`config.mk`:
```
export PLATFORM = sky130hd
export DESIGN_NAME = osc_freq_meter
export DESIGN_NICKNAME = d
export VERILOG_FILES = /design/src/rtl/osc_freq_meter.sv
export SDC_FILE = /design/constraint.sdc
export NUM_CORES = 1
export LEC_CHECK = 0
export ABC_CLOCK_PERIOD_IN_PS = 2800
export CAP_MARGIN = 15
export CORE_MARGIN = 3
export CORE_UTILIZATION = 52
export CTS_CLUSTER_DIAMETER = 40
export DETAILED_ROUTE_END_ITERATION = 8
export PLACE_DENSITY_LB_ADDON = 0.3
export SLEW_MARGIN = 10
export SYNTH_ARGS = -nofsm -noshare
export SYNTH_HDL_FRONTEND = slang
export SYNTH_SLANG_ARGS = --single-unit
```
`constraint.sdc`:
```
create_clock -name clk -period 2.8 [get_ports clk]
set_input_delay 0.28 -clock clk [delete_from_list [all_inputs] [get_ports clk]]
set_output_delay 0.28 -clock clk [all_outputs]
set_load 0.05 [all_outputs]
```
`src/rtl/osc_freq_meter.sv`:
```
// Ring-oscillator frequency meter: enables the oscillator, lets the sync pipe settle,
// counts synchronised rising edges over a fixed clk gate window and hands the result over valid/ack.
module osc_freq_meter #(
  parameter int GATE_CYCLES   = 1024,
  parameter int SETTLE_CYCLES = 4,
  parameter int CNT_W         = 16
) (
  input  logic             clk,
  input  logic             rst_n,
  input  logic             start,
  input  logic             osc_q,
  output logic             osc_en,
  output logic             busy,
  output logic [CNT_W-1:0] count,
  output logic             count_valid,
  input  logic             count_ack,
  output logic             count_sat
);

  localparam int GW = (GATE_CYCLES > 1) ? $clog2(GATE_CYCLES) : 1;
  localparam int SW = (SETTLE_CYCLES > 1) ? $clog2(SETTLE_CYCLES) : 1;
  localparam logic [GW-1:0]    GATE_LAST   = GW'(GATE_CYCLES - 1);
  localparam logic [SW-1:0]    SETTLE_LAST = SW'(SETTLE_CYCLES - 1);
  localparam logic [CNT_W-1:0] CNT_MAX     = '1;

  typedef enum logic [1:0] {
    IDLE    = 2'd0,
    SETTLE  = 2'd1,
    MEASURE = 2'd2,
    DONE    = 2'd3
  } state_t;

  state_t           state_r;
  state_t           state_nx_s;
  logic             q_d_r;
  logic [SW-1:0]    settle_cnt_r;
  logic [GW-1:0]    gate_cnt_r;
  logic [CNT_W-1:0] count_r;
  logic             count_sat_r;
  logic             osc_en_r;
  logic             busy_r;
  logic             count_valid_r;
  logic             rise_s;
  logic             settle_end_s;
  logic             gate_end_s;

  assign rise_s       = osc_q & ~q_d_r;
  assign settle_end_s = (settle_cnt_r == SETTLE_LAST);
  assign gate_end_s   = (gate_cnt_r == GATE_LAST);

  // Next-state decode for the measurement sequence.
  always_comb begin
    state_nx_s = state_r;
    case (state_r)
      IDLE: begin
        if (start) state_nx_s = SETTLE;
        else       state_nx_s = IDLE;
      end
      SETTLE: begin
        if (settle_end_s) state_nx_s = MEASURE;
        else              state_nx_s = SETTLE;
      end
      MEASURE: begin
        if (gate_end_s) state_nx_s = DONE;
        else            state_nx_s = MEASURE;
      end
      DONE: begin
        if (count_ack) state_nx_s = IDLE;
        else           state_nx_s = DONE;
      end
      default: state_nx_s = IDLE;
    endcase
  end

  // State register; outputs are registered from the next state so they align with it.
  always_ff @(posedge clk) begin
    if (!rst_n) begin
      state_r       <= IDLE;
      q_d_r         <= 1'b0;
      osc_en_r      <= 1'b0;
      busy_r        <= 1'b0;
      count_valid_r <= 1'b0;
    end else begin
      state_r       <= state_nx_s;
      q_d_r         <= osc_q;
      osc_en_r      <= (state_nx_s == SETTLE) || (state_nx_s == MEASURE);
      busy_r        <= (state_nx_s != IDLE);
      count_valid_r <= (state_nx_s == DONE);
    end
  end

  // Settle/gate timers and the saturating edge counter; result persists through IDLE.
  always_ff @(posedge clk) begin
    if (!rst_n) begin
      settle_cnt_r <= '0;
      gate_cnt_r   <= '0;
      count_r      <= '0;
      count_sat_r  <= 1'b0;
    end else begin
      if (state_r == SETTLE) settle_cnt_r <= settle_cnt_r + 1'b1;
      else                   settle_cnt_r <= '0;

      if ((state_r == SETTLE) && settle_end_s) begin
        count_r     <= '0;
        count_sat_r <= 1'b0;
        gate_cnt_r  <= '0;
      end else if (state_r == MEASURE) begin
        gate_cnt_r <= gate_cnt_r + 1'b1;
        if (rise_s) begin
          if (count_r == CNT_MAX) count_sat_r <= 1'b1;
          else                    count_r     <= count_r + 1'b1;
        end
      end
    end
  end

  assign osc_en      = osc_en_r;
  assign busy        = busy_r;
  assign count       = count_r;
  assign count_valid = count_valid_r;
  assign count_sat   = count_sat_r;

endmodule

```
### Word-level counts from Yosys, hierarchy flattened

Cells that the tools add are included.

* input port bits: 5
* latch bits: 0
* output and inout port bits: 20
* ROM bits: 0
* memories kept: 0
* bits in registers: 35
* bits in writable memories: 0

* bitwise logic cells: 4
* order comparisons: 0
* shift-type cells: 0
* reductions and logical operators: 8
* equal/unequal tests: 9
* muxes and demuxes: 5
* add/subtract/negate cells: 3
* multiply operators: 0
* divide/modulo/power cells: 0

Operators with widths (count)
* 16-bit by 1-bit adder with 16-bit output (second input constant): 1
* 16-bit == test (second input constant): 1
* 10-bit by 1-bit adder with 10-bit output (second input constant): 1
* 10-bit == test (second input constant): 1
* 2-bit == test (second input constant): 5
* 2-bit case mux with 4 select lines: 1
* 3-bit AND reduction: 2
* 2-bit by 1-bit == test with 1-bit output (second input constant): 2
* 2-bit two-way mux: 2
* 1-bit inverter: 3
* 2-bit by 1-bit adder with 2-bit output (second input constant): 1
* 2-bit logical NOT: 1
* 1-bit two-way mux: 2
* 2-bit AND reduction: 1
* 2-bit nonzero test: 1
* 2-bit OR reduction: 1
* 1-bit AND: 1
* 1-bit logical AND: 1
* 1-bit logical OR: 1

### Longest topological paths before layout

Gate-level depths: netlist of run 1.

* depth after elaboration: 5
* mapped depth: 8
* depth with buffers taken out: 7

### Worst setup path before layout of run 1

No wires, ideal clock.

* path kind: register -> register
* from: reg count_r[0] (netlist: count[0])
* to: reg count_r[1] (netlist: count[1])
* arrival time: 1.961 ns
* library setup time: 0.128 ns
* slack: 0.712 ns
* cell stages (with the launch flop): 7
* buffers on the path: 1
* required time: 2.672 ns
* path through: dfxtp_1 > ha_1 > nand4_2 > o41ai_2 > buf_4 > mux2i_1 > nor2_1

* word-level cells in the longest chain between the ends: 3

RTL lines
* start: declaration: RTL line 38 `logic [CNT_W-1:0] count_r;`
* start signal: assignment: RTL line 111 `else count_r <= count_r + 1'b1;`
* branches (longest 3 deep; another with 16-bit by 1-bit adder with 16-bit output)

Parallel ways; which one is timed is not known.
A chain may end at the register's enable or synchronous reset.

### Worst setup path after layout of run 1

* from: reg count_r[2] (netlist: count[2])
* to: out count[2]

RTL lines
* end: declaration: RTL line 14 `output logic [CNT_W-1:0] count,`

No word-level cell between the ends.

==> results of run 1 <==
-- synth_stat cells, types with 2 or more instances --
cell and n:
dfxtp_1 35, a21oi_1 16, nor2_1 14, nand3_1 9, or3_1 8, nand2_1 7
nand4_1 6, o21ai_0 6, and4_1 5, ha_1 5, inv_1 5, o31ai_1 5
or4_1 5, xor2_1 5, and2_1 4, nor3_1 4, xnor2_1 4, nor2b_1 3
and3_1 2, and3_2 2, and3b_2 2, buf_1 2, clkbuf_1 2, mux2i_1 2
o41ai_1 2
-- power by group through the flow --
stage               Sequential (µW)  Clock (µW)  Combinational (µW)
global route                    508         296                40.4
floorplan                       523           0                18.2
detailed placement              518           0                37.3
CTS                             507         277                37.4
global placement                518           0                36.3
finish                          506         268                37.3
-- logic make-up (layout without fill, tap and decap cells) --
family | Yosys count | in the layout | synth area share (%)
simple gates | 84 | 84 | 33.0
fa+ha+maj | 5 | 5 | 3.68
xor+xnor | 9 | 9 | 4.64
compound gates | 34 | 34 | 12.3
buf+inv | 12 | 39 | 3.39
mux | 3 | 3 | 1.84
flops | 35 | 35 | 41.2
-- per-stage QoR --
| stage | area [µm²] | power, µW | setup slack, ps | hold WS [ps] | utilization (%) |
|---|---|---|---|---|---|
| floorplan | 1700 | 541 | 712 | 402 | - |
| global placement | 1970 | 554 | 801 | 417 | 64.1 |
| detailed placement | 1970 | 555 | 781 | 426 | 64.1 |
| CTS | 2020 | 821 | 738 | 441 | 65.7 |
| global route | 2020 | 844 | 675 | 453 | 65.7 |
| finish | 2020 | 812 | 742 | 439 | 65.7 |
-- worst paths after layout --
check	to	slack (ps)	cells after the start
max	count[2]	740	1
min	settle_cnt_r[0]$_SDFF_PN0_	440	1
max reg2reg	osc_en$_SDFF_PN0_	890	7
min reg2reg	settle_cnt_r[0]$_SDFF_PN0_	440	1
-- sequential cells by signal (all words and copies together), names as in the netlist --
name          cells
settle_cnt_r      2
count_valid       1
busy              1
gate_cnt_r       10
osc_en            1
q_d_r             1
state_r           2
count_sat         1
count            16
-- routing by layer --
metal	global-route usage, %	share of wire, %
met1	21.4	42
met2	35.3	51
met3	5.53	4.2
met4	11.3	2.2
met5	0	0
-- layout make-up --
type / count / area share [%]
multi-input combinational: 135 / 46.6
tap: 44 / 2.72
sequential: 35 / 34.7
inverter: 5 / 0.928
clock buffer: 7 / 2.23
clock inverter: 1 / 0.248
timing repair buffer: 26 / 12.6
-- worst reg2reg max path, cell delays in order, from the launching register on --
cell and delay [ps]:
dfxtp_1 410, ha_1 170, and3b_2 240, nand4_1 120, a22oi_1 320, inv_1 80, ha_1 310, and2_1 160
-- cells in the final DEF (no fill, tap or decap), types with 2 or more instances in the layout --
cell type and n:
a21oi_1 16, and3_2 2, o41ai_1 2, nor2_1 14
and4_1 5, xnor2_1 4, inv_1 5, buf_4 2
clkdlybuf4s50_1 24, nand4_1 6, and3_1 2, clkbuf_4 5
clkbuf_1 2, o21ai_0 6, xor2_1 5, nand2_1 7
ha_1 5, o31ai_1 5, nor3_1 4, nand3_1 9
nor2b_1 3, dfxtp_1 35, or3_1 8, and3b_2 2
and2_1 4, or4_1 5, mux2i_1 2
==> qor.yml, run 1 <==
postRouteAntennaNets: 0
wl_per_cell_um: 14.2
grt_max_degree: 19
cp_slowest_cell: "clkdlybuf4s50_1"
num-nets-final: 218
cp-start-kind: "register"
syn_area_mm2: 0.00170
fp.dieH_um: 63.2
cts_tree: "built"
clockRootBuffer: "clkbuf_4"
p_per_area_mw_per_mm2: 402
wl_um: 3590
timing.rr.start: "gate_cnt_r[0]$_SDFFE_PP0P_"
synth_area_leaders: "dfxtp_1 (41%), a21oi_1 (4.7%), ha_1 (3.7%)"
via_per_inst: 5.88
intPower_uw: 617
cap_violations: 0
worstPathRequired_ps: 2520
rsz0062_at_grt: "false"
avgSynthCellArea_um2: 9.34
htreeDepth: 2
cts_max_path_buffers: 2
place.gp.congestion: 0.819
fin_setup_tns_ps: 0
cts-resized-gates: 0
drive_gt1_share_pct: 9.57
synth_cells: 182
n_antenna_cell: 0
tightest_slew_ps: 706
numPortBuffers: 24
vdd_drop_max_v: 0.000288
drtPass1Iterations: 4
ys_seq_area_share_pct: 41.2
synth.ff_latch_count: 35
crit_buf_inv: 1
synth_nets: 192
synth_top_area_share_pct: 41.2
die_w_um: 63.2
pin_count: 25
cts_buffers: 5
pwr-share-clk_pct: 33.1
synthArstFlopShare_pct: 0
fin_crit_sh_pct: 73.5
syn2layout_area_growth_pct: 18.9
regArea_um2: 701
cts_hold_buf: 0
vias: 1487
path_clk_slew_ps: 100
grt_pass1_vias: 1456
max_freq_mhz: 486
post_cts_buffers: 0
synth-edff-count: 0
crit_chain: "clkdlybuf4s50_1"
seqPwrFrac_pct: 62.4
power_frac_comb_pct: 4.6
cts.sinks: 35
overflow: 0
hold_viol_final: 0
antenna_found_initial: 0
fin_skew_ps: 9.22
critPathMaxFanout: 8
finalSetupViolations: 0
start_util_pct: 55.2
endpoint_kind: "primary output"
synth_top_area_cell: "dfxtp_1"
synth.distinct_cells: 47
drc: 0
slowest_delay_ps: 880
path_class: "register to primary output"
multi_input_area_um2: 942
relSlewSlack_pct: 52.9
instances_no_fill: 253
hold_class: "register to register"
track_usage_pct: 20.0
hpwlAfterDp_um: 2620
finalCriticalPeriod_ps: 2060
cp.arrival_ps: 1780
yosys_warnings: 0
min-delay-start: "settle_cnt_r[0]$_SDFF_PN0_"
maxSlewViolCount: 0
drt_iter0_drc: 177
ys.flop_type: "dfxtp_1"
critical_path.top_delay_family: "buffers and inverters"
row_count: 20
switching_share_pct: 24.0
p_leak_uw: 0.000725
fillCellCount: 246
core_mm2: 0.00308
clock_latency_ps: 350
post-place-cells: 245
p_switching_uw: 195
status: "finished, final reports clean"
grt_first_pass_wirelength_um: 6370
setup.worst_path.start: "count[2]$_SDFFE_PP0P_"
die_area_mm2: 0.00399
Power figures use the tool's default switching activity.
==> run 2: changes to the inputs <==
ABC_CLOCK_PERIOD_IN_PS = 2100   (was 2800)
clock period = 2.1 ns   (was 2.8 ns; I/O delays follow)
==> run 2 against run 1 <==
Against the previous run: clock power up 83%; worst setup slack worse by 600 ps; utilization up 1.8 points; critical endpoint unchanged; via count down 0.13%; largest power group unchanged; global-route usage down 0.20 points.
==> qor.yml, run 2 (same netlist as run 1, synthesis figures left out) <==
tightest_slew_ps: 546
critPathMaxFanout: 8
grt_busiest_layer: "met2"
clockRootBuffer: "clkbuf_4"
largest_reg_flops: 16
hold_class: "register to register"
grt_first_pass_wirelength_um: 6470
cap_violations: 0
postRouteAntennaNets: 0
drive_gt1_share_pct: 11.4
final_cell_mix: "dfxtp_1 (35), clkdlybuf4s50_1 (24), a21oi_1 (16)"
finalCriticalPeriod_ps: 1960
cp_slowest_cell: "clkdlybuf4s50_1"
cp.arrival_ps: 1750
place.gp.congestion: 0.833
clock_latency_ps: 340
use_met1_pct: 21.4
cts_max_path_buffers: 2
crit_buf_inv: 1
cts_buffers: 5
hpwlAfterDp_um: 2640
syn2layout_area_growth_pct: 22.1
gr-usage-met3_pct: 5.70
hold_viol_final: 0
endpoint_kind: "primary output"
cts_hold_buf: 0
fin_setup_tns_ps: 0
grt_max_degree: 16
via_per_inst: 5.82
p_leak_uw: 0.000768
cts.sinks: 35
max_freq_mhz: 509
fin_crit_sh_pct: 93.5
wl_um: 3580
htreeDepth: 2
die_w_um: 63.2
wl_per_cell_um: 14.0
grt_pass1_vias: 1475
worstPathRequired_ps: 1890
power_uw: 1220
post_cts_buffers: 0
die_area_mm2: 0.00399
path_clk_slew_ps: 110
p_per_area_mw_per_mm2: 586
rsz0062_at_grt: "false"
drc: 0
row_count: 20
final_common_cell: "dfxtp_1"
met2_usage_pct: 37.0
start_util_pct: 55.2
finalSetupViolations: 0
fin_skew_ps: 9.41
drt_iter0_drc: 122
overflow: 0
vdd_drop_max_v: 0.000386
cp-start-kind: "register"
drtPass1Iterations: 4
slowest_delay_ps: 880
antenna_found_initial: 0
relSlewSlack_pct: 63.2
post-route-util_pct: 67.5
n_antenna_cell: 0
path_class: "register to primary output"
num-nets-final: 220
maxSlewViolCount: 0
fp.dieH_um: 63.2
critical_path.top_delay_family: "buffers and inverters"
crit_chain: "clkdlybuf4s50_1"
core_mm2: 0.00308
track_usage_pct: 19.8
cts-resized-gates: 0
numPortBuffers: 24
vias: 1485
cts_tree: "built"
status: "finished, final reports clean"
pin_count: 25
==> run 2: layer usage <==
layer	wire length [µm]	vias up
met5	0	-
li1	-	735
met2	1880	37
met1	1470	706
met4	57	0
met3	168	7
==> run 2: worst paths after layout <==
check / endpoint / startpoint / cells after the start / slack, ps
hold reg to reg: settle_cnt_r[0]$_SDFF_PN0_ / settle_cnt_r[0]$_SDFF_PN0_ / 1 / 450
hold / removal: settle_cnt_r[0]$_SDFF_PN0_ / settle_cnt_r[0]$_SDFF_PN0_ / 1 / 450
setup / recovery: count[2] / count[2]$_SDFFE_PP0P_ / 1 / 140
setup reg to reg: count[12]$_SDFFE_PP0P_ / count[0]$_SDFFE_PP0P_ / 5 / 230
==> run 2: report_power, final <==
group	switching, µW	total [µW]	internal [µW]
clock	241	491	250
combinational	28.0	51.1	23.2
sequential	4.99	675	670
==> run 2: metrics by stage <==
stage	instances	worst slack, ps	hold WS [ps]	instance area (µm²)
3_3_place_gp	247	170	414	1990
2_1_floorplan	182	11.9	332	1700
6_report	255	137	446	2080
3_5_place_dp	247	140	425	1990
4_1_cts	255	126	441	2070
5_1_grt	255	37.4	467	2080
==> run 2: final cells by class <==
type,instances,area (µm²)
Multi-Input combinational cell,135,951
Timing Repair Buffer,28,270
Fill cell,253,1000
Tap cell,44,55.1
Clock buffer,5,37.5
Inverter,5,18.8
Clock inverter,3,43.8
Sequential cell,35,701
==> run 3: changes to the inputs <==
CAP_MARGIN = default   (was 15)
CORE_MARGIN = 2   (was 3)
==> run 3 against run 2 <==
Against the previous run: largest power group unchanged; highest routed layer unchanged; utilization down 1.3 points; clock skew fell by 5.9 ps; clock-buffer cell count grew 2; design area down 1.9%; final cell count unchanged; global-route usage up 2.8 points.
==> qor.yml, run 3 (same netlist as run 1, synthesis figures left out) <==
status: "finished, final reports clean"
hold_viol_final: 0
row_count: 20
htreeDepth: 2
crit-reg2reg-capture: "count[2]$_SDFFE_PP0P_"
hold_class: "register to register"
fin_skew_ps: 3.54
overflow: 0
cts.sinks: 35
die_w_um: 61.2
clock_latency_ps: 340
num-nets-final: 220
core_mm2: 0.00308
power_uw: 1090
final_common_cell: "dfxtp_1"
cts_buffers: 5
cap_violations: 0
r2r_slack_ps: 200
max_freq_mhz: 514
tightest_slew_ps: 569
hpwlAfterDp_um: 2730
vdd_drop_max_v: 0.000399
grt_max_degree: 16
critical_path.top_delay_family: "buffers and inverters"
drtPass1Iterations: 4
clockRootBuffer: "clkbuf_4"
vias: 1486
endpoint_kind: "primary output"
p_per_area_mw_per_mm2: 533
crit_buf_inv: 1
largest_reg_flops: 16
regArea_um2: 701
via_per_inst: 5.83
fin_setup_tns_ps: 0
cts_tree: "built"
pin_count: 25
syn2layout_area_growth_pct: 19.8
grt_pass1_vias: 1403
worstPathRequired_ps: 1890
relSlewSlack_pct: 61.8
multi_input_area_um2: 942
cts_hold_buf: 0
path_clk_slew_ps: 110
n_antenna_cell: 0
setup.worst_path.start: "count[2]$_SDFFE_PP0P_"
postRouteAntennaNets: 0
maxSlewViolCount: 0
slowest_delay_ps: 870
finalCriticalPeriod_ps: 1940
antenna_found_initial: 0
cp_slowest_cell: "clkdlybuf4s50_1"
grt_first_pass_wirelength_um: 6190
path_class: "register to primary output"
numPortBuffers: 24
cp-endpoint: "count[2]"
drc: 0
rsz0062_at_grt: "false"
drive_gt1_share_pct: 10.4
fillCellCount: 267
p_leak_uw: 0.000735
cp.depth: 1
die_area_mm2: 0.00374
fin_crit_sh_pct: 92.6
final_cell_mix: "dfxtp_1 (35), clkdlybuf4s50_1 (24), a21oi_1 (16)"
start_util_pct: 55.2
track_usage_pct: 22.6
fp.dieH_um: 61.2
cp.arrival_ps: 1730
cts_max_path_buffers: 2
ff2ff_path_depth: 6
drt_iter0_drc: 76
place.gp.congestion: 0.854
crit_chain: "clkdlybuf4s50_1"
finalSetupViolations: 0
post_cts_buffers: 0
critPathMaxFanout: 8
timing.rr.start: "count[1]$_SDFFE_PP0P_"
cts-resized-gates: 0
cp-start-kind: "register"
wl_um: 3650
wl_per_cell_um: 14.3
## run 3: through the flow
stage          hold WS (ps)  utilization (%)  cell area [µm²]  instances  worst slack, ps
2_1_floorplan           332                -             1700        182             11.9
3_3_place_gp            419             64.6             1990        247              256
3_5_place_dp            443             64.6             1990        247              187
4_1_cts                 458             66.2             2040        255              159
5_1_grt                 478             66.2             2040        255             69.8
6_report                457             66.2             2040        255              156
## run 3: final cells by class
type | count | area share, %
inverter | 5 | 0.921
multi-input combinational | 135 | 46.3
clock inverter | 1 | 0.246
sequential | 35 | 34.4
clock buffer | 7 | 2.21
timing repair buffer | 28 | 13.3
tap | 44 | 2.70
## run 3: worst min path at each step
stage | from | endpoint | slack (ps) | depth (start not counted)
2_1_floorplan | rst_n | count_valid$_SDFF_PN0_ | 330 | 1
3_3_place_gp | settle_cnt_r[0]$_SDFF_PN0_ | settle_cnt_r[0]$_SDFF_PN0_ | 420 | 1
3_5_place_dp | settle_cnt_r[0]$_SDFF_PN0_ | settle_cnt_r[0]$_SDFF_PN0_ | 440 | 1
4_1_cts | settle_cnt_r[0]$_SDFF_PN0_ | settle_cnt_r[0]$_SDFF_PN0_ | 460 | 1
5_1_grt | settle_cnt_r[0]$_SDFF_PN0_ | settle_cnt_r[0]$_SDFF_PN0_ | 480 | 1
6_report | settle_cnt_r[0]$_SDFF_PN0_ | settle_cnt_r[0]$_SDFF_PN0_ | 460 | 1
## run 3: power by group
part           internal, µW  switching [µW]
sequential              670            5.07
combinational          23.3            28.6
clock                   130             229
total                   824             263
## run 3: per-layer routing
layer / global-route usage, % / wire (µm)
met1: 26.2 / 1520
met2: 37.5 / 1860
met3: 6.93 / 178
met4: 11.8 / 95
met5: 0 / 0
